### src/rtl/pagerank_write_packer_if.sv
// AXI write-channel bundle (aw/w/b) of the PageRank memory port.
// The master modport is the packer side; slave is the memory side.
interface pagerank_write_packer_if #(
  parameter int unsigned FULL_WIDTH = 512
);
  logic [15:0]             awid_m;
  logic [63:0]             awaddr_m;
  logic [7:0]              awlen_m;
  logic [2:0]              awsize_m;
  logic                    awvalid_m;
  logic                    awready_m;
  logic [15:0]             wid_m;
  logic [FULL_WIDTH-1:0]   wdata_m;
  logic [FULL_WIDTH/8-1:0] wstrb_m;
  logic                    wlast_m;
  logic                    wvalid_m;
  logic                    wready_m;
  logic [15:0]             bid_m;
  logic [1:0]              bresp_m;
  logic                    bvalid_m;
  logic                    bready_m;

  modport master (
    output awid_m, awaddr_m, awlen_m, awsize_m, awvalid_m,
    input  awready_m,
    output wid_m, wdata_m, wstrb_m, wlast_m, wvalid_m,
    input  wready_m,
    input  bid_m, bresp_m, bvalid_m,
    output bready_m
  );

  modport slave (
    input  awid_m, awaddr_m, awlen_m, awsize_m, awvalid_m,
    output awready_m,
    input  wid_m, wdata_m, wstrb_m, wlast_m, wvalid_m,
    output wready_m,
    output bid_m, bresp_m, bvalid_m,
    input  bready_m
  );
endinterface

### src/rtl/pagerank_write_packer.sv
// Packs a stream of PageRank elements into full lines and writes each line
// as a single-beat AXI burst, one write outstanding at a time.
module pagerank_write_packer #(
  parameter int unsigned FULL_WIDTH = 512,
  parameter int unsigned WIDTH      = 64,
  parameter logic [15:0] AXI_ID     = 16'd0
) (
  input  logic                 clk,
  input  logic                 rst,
  input  logic                 start,
  input  logic [63:0]          base_addr,
  input  logic                 in_valid,
  input  logic [WIDTH-1:0]     in_data,
  input  logic                 in_last,
  output logic                 in_ready,
  pagerank_write_packer_if.master axi,
  output logic                 busy,
  output logic                 done,
  output logic [31:0]          lines_written,
  output logic                 err
);
  localparam int unsigned LANES      = FULL_WIDTH / WIDTH;
  localparam int unsigned LW         = (LANES > 1) ? $clog2(LANES) : 1;
  localparam int unsigned LANE_BYTES = WIDTH / 8;
  localparam int unsigned LINE_BYTES = FULL_WIDTH / 8;

  typedef enum logic [2:0] {IDLE, FILL, ISSUE, RESP, DONE} state_t;

  state_t                  state;
  logic [63:0]             addr;
  logic [LW-1:0]           lane;
  logic                    last_line;
  logic                    aw_valid;
  logic                    w_valid;
  logic                    b_ready;
  logic [FULL_WIDTH-1:0]   wdata;
  logic [FULL_WIDTH/8-1:0] wstrb;
  logic                    aw_ok;
  logic                    w_ok;
  logic                    unused_inputs;

  // A channel counts as finished once its valid has dropped or is handshaking now.
  assign aw_ok = !aw_valid || axi.awready_m;
  assign w_ok  = !w_valid  || axi.wready_m;

  assign unused_inputs = ^{axi.bid_m, base_addr[$clog2(LINE_BYTES)-1:0]};

  assign axi.awid_m    = AXI_ID;
  assign axi.awaddr_m  = addr;
  assign axi.awlen_m   = 8'd0;
  assign axi.awsize_m  = 3'b110;
  assign axi.awvalid_m = aw_valid;
  assign axi.wid_m     = AXI_ID;
  assign axi.wdata_m   = wdata;
  assign axi.wstrb_m   = wstrb;
  assign axi.wlast_m   = w_valid;
  assign axi.wvalid_m  = w_valid;
  assign axi.bready_m  = b_ready;

  always_ff @(posedge clk) begin
    if (rst) begin
      state         <= IDLE;
      addr          <= '0;
      lane          <= '0;
      last_line     <= 1'b0;
      in_ready      <= 1'b0;
      aw_valid      <= 1'b0;
      w_valid       <= 1'b0;
      b_ready       <= 1'b0;
      busy          <= 1'b0;
      done          <= 1'b0;
      err           <= 1'b0;
      lines_written <= '0;
      wdata         <= '0;
      wstrb         <= '0;
    end else begin
      done <= 1'b0;
      case (state)
        IDLE: begin
          if (start) begin
            addr          <= base_addr & ~64'(LINE_BYTES - 1);
            lane          <= '0;
            lines_written <= '0;
            err           <= 1'b0;
            busy          <= 1'b1;
            in_ready      <= 1'b1;
            state         <= FILL;
          end
        end
        FILL: begin
          if (in_valid && in_ready) begin
            wdata[WIDTH*lane +: WIDTH]           <= in_data;
            wstrb[LANE_BYTES*lane +: LANE_BYTES] <= '1;
            lane <= lane + 1'b1;
            if (lane == LW'(LANES - 1) || in_last) begin
              last_line <= in_last;
              in_ready  <= 1'b0;
              aw_valid  <= 1'b1;
              w_valid   <= 1'b1;
              state     <= ISSUE;
            end
          end
        end
        ISSUE: begin
          if (aw_valid && axi.awready_m) aw_valid <= 1'b0;
          if (w_valid && axi.wready_m)   w_valid  <= 1'b0;
          if (aw_ok && w_ok) begin
            b_ready <= 1'b1;
            state   <= RESP;
          end
        end
        RESP: begin
          if (axi.bvalid_m) begin
            lines_written <= lines_written + 32'd1;
            if (axi.bresp_m != 2'b00) err <= 1'b1;
            addr    <= addr + 64'(LINE_BYTES);
            wdata   <= '0;
            wstrb   <= '0;
            lane    <= '0;
            b_ready <= 1'b0;
            if (last_line) begin
              done  <= 1'b1;
              state <= DONE;
            end else begin
              in_ready <= 1'b1;
              state    <= FILL;
            end
          end
        end
        DONE: begin
          busy  <= 1'b0;
          state <= IDLE;
        end
        default: state <= IDLE;
      endcase
    end
  end
endmodule

### src/flat_wrapper.sv
// flat-port wrapper written by rule: the top's interface ports become plain ports
module pagerank_write_packer_flat 
#(
  parameter int unsigned FULL_WIDTH = 512,
  parameter int unsigned WIDTH      = 64,
  parameter logic [15:0] AXI_ID     = 16'd0
)
  (clk, rst, start, base_addr, in_valid, in_data, in_last, in_ready, busy, done, lines_written, err, axi_awid_m, axi_awaddr_m, axi_awlen_m, axi_awsize_m, axi_awvalid_m, axi_awready_m, axi_wid_m, axi_wdata_m, axi_wstrb_m, axi_wlast_m, axi_wvalid_m, axi_wready_m, axi_bid_m, axi_bresp_m, axi_bvalid_m, axi_bready_m);
  pagerank_write_packer_if #(.FULL_WIDTH(FULL_WIDTH)) axi_i ();
  input  logic clk;
  input  logic rst;
  input  logic start;
  input  logic [63:0] base_addr;
  input  logic in_valid;
  input  logic [WIDTH-1:0] in_data;
  input  logic in_last;
  output logic in_ready;
  output logic busy;
  output logic done;
  output logic [31:0] lines_written;
  output logic err;
  output wire logic [$bits(axi_i.awid_m)-1:0] axi_awid_m;
  output wire logic [$bits(axi_i.awaddr_m)-1:0] axi_awaddr_m;
  output wire logic [$bits(axi_i.awlen_m)-1:0] axi_awlen_m;
  output wire logic [$bits(axi_i.awsize_m)-1:0] axi_awsize_m;
  output wire logic [$bits(axi_i.awvalid_m)-1:0] axi_awvalid_m;
  input wire logic [$bits(axi_i.awready_m)-1:0] axi_awready_m;
  output wire logic [$bits(axi_i.wid_m)-1:0] axi_wid_m;
  output wire logic [$bits(axi_i.wdata_m)-1:0] axi_wdata_m;
  output wire logic [$bits(axi_i.wstrb_m)-1:0] axi_wstrb_m;
  output wire logic [$bits(axi_i.wlast_m)-1:0] axi_wlast_m;
  output wire logic [$bits(axi_i.wvalid_m)-1:0] axi_wvalid_m;
  input wire logic [$bits(axi_i.wready_m)-1:0] axi_wready_m;
  input wire logic [$bits(axi_i.bid_m)-1:0] axi_bid_m;
  input wire logic [$bits(axi_i.bresp_m)-1:0] axi_bresp_m;
  input wire logic [$bits(axi_i.bvalid_m)-1:0] axi_bvalid_m;
  output wire logic [$bits(axi_i.bready_m)-1:0] axi_bready_m;
  assign axi_awid_m = axi_i.awid_m;
  assign axi_awaddr_m = axi_i.awaddr_m;
  assign axi_awlen_m = axi_i.awlen_m;
  assign axi_awsize_m = axi_i.awsize_m;
  assign axi_awvalid_m = axi_i.awvalid_m;
  assign axi_i.awready_m = axi_awready_m;
  assign axi_wid_m = axi_i.wid_m;
  assign axi_wdata_m = axi_i.wdata_m;
  assign axi_wstrb_m = axi_i.wstrb_m;
  assign axi_wlast_m = axi_i.wlast_m;
  assign axi_wvalid_m = axi_i.wvalid_m;
  assign axi_i.wready_m = axi_wready_m;
  assign axi_i.bid_m = axi_bid_m;
  assign axi_i.bresp_m = axi_bresp_m;
  assign axi_i.bvalid_m = axi_bvalid_m;
  assign axi_bready_m = axi_i.bready_m;
  pagerank_write_packer #(.FULL_WIDTH(FULL_WIDTH), .WIDTH(WIDTH), .AXI_ID(AXI_ID)) u_core (.clk(clk), .rst(rst), .start(start), .base_addr(base_addr), .in_valid(in_valid), .in_data(in_data), .in_last(in_last), .in_ready(in_ready), .axi(axi_i), .busy(busy), .done(done), .lines_written(lines_written), .err(err));
endmodule
### config.mk
export PLATFORM = sky130hd
export DESIGN_NAME = pagerank_write_packer_flat
export DESIGN_NICKNAME = d
export VERILOG_FILES = /design/src/rtl/pagerank_write_packer_if.sv /design/src/rtl/pagerank_write_packer.sv /design/src/flat_wrapper.sv
export SDC_FILE = /design/constraint.sdc
export NUM_CORES = 1
export LEC_CHECK = 0
export BUFFER_PORTS_ARGS = -buffer_cell sky130_fd_sc_hd__buf_2
export CORE_AREA = 2 2 338 340
export CTS_CLUSTER_SIZE = 24
export DETAILED_ROUTE_END_ITERATION = 8
export DIE_AREA = 0 0 340 342
export PLACE_DENSITY = 0.47
export SLEW_MARGIN = 15
export SYNTH_ARGS = -nofsm -noshare
export SYNTH_HDL_FRONTEND = slang
export SYNTH_SLANG_ARGS = --single-unit
### constraint.sdc
create_clock -name clk -period 8.1 [get_ports clk]
set_input_delay 2.43 -clock clk [delete_from_list [all_inputs] [get_ports clk]]
set_output_delay 2.43 -clock clk [all_outputs]
set_load 0.1 [all_outputs]
Word level (Yosys, flattened, before mapping)
Cells that the tools add are included.

$add $sub $neg: 5. Eq/ne operators: 14. Shifts and indexed selects: 4. Muxes and demuxes: 46. Bitwise operators: 2. Reduce and logical (&&, ||, !) cells: 29.

Operators with widths (count): 512-bit two-way mux (2); 512-bit case mux with 2 select lines (1); 512-bit bitwise mux (1); 64-bit by 34-bit variable shift with 512-bit output (first input constant) (1); 64-bit by 34-bit variable part select with 512-bit output (1); 64-bit two-way mux (4); 64-bit case mux with 2 select lines (2); 64-bit by 7-bit adder with 64-bit output (second input constant) (1); 64-bit bitwise mux (1); 32-bit two-way mux (2); 32-bit case mux with 2 select lines (1); 8-bit by 34-bit variable shift with 64-bit output (first input constant) (1); 8-bit by 34-bit variable part select with 64-bit output (first input constant) (1); 6-bit negation with 34-bit output (1); 9-bit negation with 34-bit output (1); 32-bit by 1-bit adder with 32-bit output (second input constant) (1); 3-bit two-way mux (9); 4-bit AND reduction (4); 1-bit two-way mux (15); 2-bit by 1-bit inequality test with 1-bit output (second input constant) (6); 3-bit case mux with 4 select lines (1); 3-bit AND reduction (4); 2-bit nonzero test (6); 1-bit case mux with 2 select lines (5); other kinds (17) (28).

Flip-flop bits (word level): 686. Input port bits: 154. Output and inout port bits: 723. Word-level logic and storage cells: 114.

Longest topological paths before layout
Depth in word-level cells: 5. Depth in mapped cells: 10. Mapped depth without buffers: 8.

Worst setup path before layout
OpenSTA, ideal clock, no wires.

Path type: input -> register. Start point: input axi_bvalid_m. End point: register u_core.lines_written[24]. Data arrival time: 4002 ps. Data required time: 8030 ps. Slack: 4028 ps. Stages on the path: 8. Cells stage by stage: buf_2 and3_1 buf_2 o2111ai_4 or4_1 clkbuf_2 or3_1 a21oi_1.

Longest elaborated chain between the ends: 2.

Ends and longest elaborated chain: from (decl) (RTL line flat_wrapper.sv:36) `input wire logic [$bits(axi_i.bvalid_m)-1:0] axi_bvalid_m;`; 2-bit inequality test (no source line); 3-bit AND reduction (no source line); to (signal assigned) (RTL line pagerank_write_packer.sv:114) `lines_written <= lines_written + 32'd1;`; to (decl) (RTL line pagerank_write_packer.sv:19) `output logic [31:0] lines_written,`.

No other way between the ends. A chain may end at the register's enable or synchronous reset.

Final worst setup path
Start point: input axi_bvalid_m. End point: register u_core.addr[30], in the netlist u_core.axi.awaddr_m[30].

Longest elaborated chain between the ends: 2.

Ends and longest elaborated chain: 2-bit inequality test (no source line); 3-bit AND reduction (no source line); to (signal assigned) (RTL line pagerank_write_packer.sv:81) `addr <= base_addr & ~64'(LINE_BYTES - 1);`; to (signal assigned) (RTL line pagerank_write_packer.sv:116) `addr <= addr + 64'(LINE_BYTES);`; to (decl) (RTL line pagerank_write_packer.sv:30) `logic [63:0] addr;`.

No other way between the ends.

==> results.cfg <==
[critical_path]
worst_path_max_delay_cell = sky130_fd_sc_hd__nand2_2
rr_worst_depth = 9
critical_path_peak_fanout = 44
crit_path_cell_count = 7
worstSetupPathType = input pin to flip-flop
cp.buffers_inverters = 2
setup.worst_path.end = u_core.axi.awaddr_m[30]
critical_path.endpoint_type = flip-flop
cp_cell_sequence = buf_2 > nand4b_1 > nand2_2 > buf_4 > o21ai_0 > a2111oi_0 > a31o_1
reg2reg_setup_slack_ns = 4.02
crit_required_ns = 8.66
critical-path-top-delay-family = simple AND/OR/NAND/NOR gates
worstReg2RegEnd = u_core.axi.wdata_m[70]
timing.critical_path.from_type = input pin
worst_r2r_startpoint = u_core.lane[0]
arrival_ns = 5.33
startpoint = axi_bvalid_m
max_stage_delay_ns = 0.84

[clock_tree]
cts-buffers-inserted = 75
cts-hold-fix-buffers = 0
post-cts-setup-buffers = 0
clock_tree.buffer_depth = 3
clock_latency_ns = 0.67
clkSinkCount = 624
clockRootBuffer = sky130_fd_sc_hd__clkbuf_16
htree_levels = 3
tritoncts_clock_tree = yes
cts_repair_resize_count = 0
clock_edge_transition_at_the_registers_on_the_reported_setup_and_hold_paths_ns = 0.06

[floorplanning]
fp.coreArea_mm2 = 0.113
start_util_pct = 21.9
floorplan.die.height_um = 342
die_area_mm2 = 0.116
dieWidth_um = 340
boundaryPins = 877
placement_rows = 124

[synth]
yosysTopAreaCellShare_pct = 50.5
post_synth.cell_area_avg_um2 = 8.87
synth_enable_flop_cells = 0
count_of_yosys_warnings_during_synthesis = 0
syn-instance-count = 2787
yosys_most_used_dff = sky130_fd_sc_hd__dfxtp_1
syn-cell-area_mm2 = 0.0247
synthDistinctLibCells = 75
ys_seq_elements = 624
async_reset_ff_share_pct = 0
synth.area.top_cells = sky130_fd_sc_hd__dfxtp_1 (51%), sky130_fd_sc_hd__a22oi_1 (16%), sky130_fd_sc_hd__nor2_1 (9.0%), sky130_fd_sc_hd__buf_4 (3.2%), sky130_fd_sc_hd__clkbuf_1 (2.6%)
post-synth-top-area-cell = sky130_fd_sc_hd__dfxtp_1
part_of_the_yosys_area_used_for_sequential_elements_pct = 50.5

[place]
place.gp.congestion = 0.864
preCtsSetupSlack_ns = 2.74
post-dp-hpwl_um = 77900
portBuffers = 805

[pwr]
netSwitchingFraction_pct = 28.7
p_leak_uw = 0.0134
switching_power_uw = 2050
internal_power_uw = 5090
seqPwrFrac_pct = 44.2
clock_power_share_pct = 46.9
combinationalPowerShare_pct = 8.9
power_density_mw_per_mm2 = 225
ir_drop_uv = 136

[finish]
antenna_cells_inserted = 0
area_of_the_multi_input_gates_mm2 = 0.0105
area.growth.synth_to_final_pct = 28.3
drive_above_1_share_pct = 29.3
total_of_fill_cells_in_the_finished_design = 12300
num-nets-final = 3521
sequential_cell_area_mm2 = 0.0125

[sta]
setup-tns-final_ns = 0
relSlewSlack_pct = 21.4
final_hold_violation_count = 0
clock_skew_ns = 0.0534
final.setup.worst_slack_ns = 3.33
period_share_pct = 58.9
max_freq_ghz = 0.210
tightest_slew_ns = 1.17
final-max-slew-violation-count = 0
grt_setup_unrepaired = no
timing.final.setup_violations = 0
final_period_demand_of_the_worst_path_ns = 4.77

[flow_run]
max_cap_viol_count = 0

[drt]
avgRoutedWirePerCell_um = 23.5
vias_per_cell = 4.84
drt_iter0_drc = 2108
drt_pass1_iterations = 6
finalWirelength_um = 116000
drc = 0
route.vias.total = 23800
antenna_left = 0

[grt]
overflow = 0
global_route_usage_over_all_layers_pct = 18.9
grt_start_max_net_pins = 214
grt_first_pass_wirelength_um = 164000
antenna_found_initial = 8
number_of_global_route_vias_before_repair = 22200

[hold_path]
worstHoldStart = u_core.err
min_path_type = flip-flop to flip-flop

[status]
status = complete, no violations
-- worst min-delay path: cells and delay by family, from the launching register on --
family | cells | cell delay [ns]
simple gates | 1 | 0.05
flops | 1 | 0.31
compound gates | 1 | 0.05
-- Yosys cell counts (all sizes together), types with 9 or more instances --
| cell type | number |
|---|---|
| a22oi | 537 |
| nor2 | 591 |
| inv | 24 |
| o311ai | 9 |
| nand3 | 50 |
| nor3 | 29 |
| nand4 | 63 |
| nor2b | 9 |
| o21ai | 53 |
| a21oi | 52 |
| and3 | 17 |
| or3 | 15 |
| xnor2 | 17 |
| buf | 199 |
| clkbuf | 197 |
| nand2 | 94 |
| or4 | 15 |
| dfxtp | 624 |
| a31oi | 14 |
| nor4 | 39 |
| ha | 9 |
-- through the flow --
stage	hold slack, ns	cell area, um2	instances	total power, uW	util [%]
floorplan	0.462	24900	2834	3700	-
detailed placement	0.451	29300	4793	3850	25.9
global placement	0.442	29300	4793	3850	25.9
global route	0.477	31700	4926	7370	28.0
finish	0.458	31700	4926	7130	28.0
CTS	0.458	31700	4926	7240	28.0
-- layout by cell type (no fill, tap or decap), types with 14 or more instances in the layout --
master / n
sky130_fd_sc_hd__buf_4: 36
sky130_fd_sc_hd__clkinv_2: 16
sky130_fd_sc_hd__and3_1: 16
sky130_fd_sc_hd__nand3_1: 50
sky130_fd_sc_hd__conb_1: 49
sky130_fd_sc_hd__dfxtp_1: 624
sky130_fd_sc_hd__inv_1: 24
sky130_fd_sc_hd__o21ai_0: 47
sky130_fd_sc_hd__nand4_1: 61
sky130_fd_sc_hd__a22oi_1: 537
sky130_fd_sc_hd__xnor2_1: 17
sky130_fd_sc_hd__or3_1: 15
sky130_fd_sc_hd__clkbuf_16: 75
sky130_fd_sc_hd__clkbuf_8: 14
sky130_fd_sc_hd__nor4_1: 32
sky130_fd_sc_hd__nor2_1: 587
sky130_fd_sc_hd__a21oi_1: 52
sky130_fd_sc_hd__clkbuf_1: 17
sky130_fd_sc_hd__or4_1: 15
sky130_fd_sc_hd__nand2_1: 88
sky130_fd_sc_hd__buf_2: 804
sky130_fd_sc_hd__nor3_1: 28
sky130_fd_sc_hd__a31oi_1: 14
-- sequential cells by signal, indices dropped and copies added (netlist names), 3 cells and up --
register,flops
u_core.axi.wstrb_m,8
u_core.lines_written,32
u_core.axi.wdata_m,512
u_core.lane,3
u_core.state,3
u_core.axi.awaddr_m,58
-- power by group through the flow --
stage / logic [uW] / registers [uW] / clock network (uW)
3_5_place_dp: 635 / 3220 / 0
4_1_cts: 636 / 3150 / 3450
6_report: 632 / 3150 / 3350
5_1_grt: 660 / 3160 / 3560
2_1_floorplan: 303 / 3400 / 0
3_3_place_gp: 636 / 3220 / 0
-- worst min-delay path by stage --
stage                  endpoint  slack, ns  cells past startpoint
3_3_place_gp         u_core.err       0.44                      2
2_1_floorplan  u_core.last_line       0.46                      2
4_1_cts              u_core.err       0.46                      2
6_report             u_core.err       0.46                      2
5_1_grt              u_core.err       0.48                      2
3_5_place_dp         u_core.err       0.45                      2
-- cell families (layout without fill, tap and decap cells) --
| logic type | after synthesis | count (layout) | share of synthesized area [%] |
|---|---|---|---|
| and+or+nand+nor | 965 | 965 | 17.8 |
| AOI/OAI and AO/OA | 735 | 735 | 21.5 |
| DFF | 624 | 624 | 50.5 |
| buffers and inverters | 420 | 1000 | 8.40 |
| xor gates and xnor gates | 21 | 21 | 0.744 |
| muxes | 11 | 11 | 0.481 |
| adders and majority gates | 9 | 9 | 0.456 |
| other | 2 | 49 | 0.0304 |
-- metal layers --
metal	share of wire, %	track usage (%)	vias up
met5	0.011	0	-
met4	2.5	5.70	2
met3	8.6	5.50	143
met2	47	31.5	1023
met1	41	23.4	11700
li1	-	-	11000
-- area by class of cell --
cell class	count	area share (%)
clock buffer	106	6.73
clock inverter	27	0.916
inverter	24	0.284
multi-input combinational	1790	33.0
sequential	624	39.4
tap	1512	5.97
timing repair buffer	843	13.7
Power figures use the tool's default switching activity.
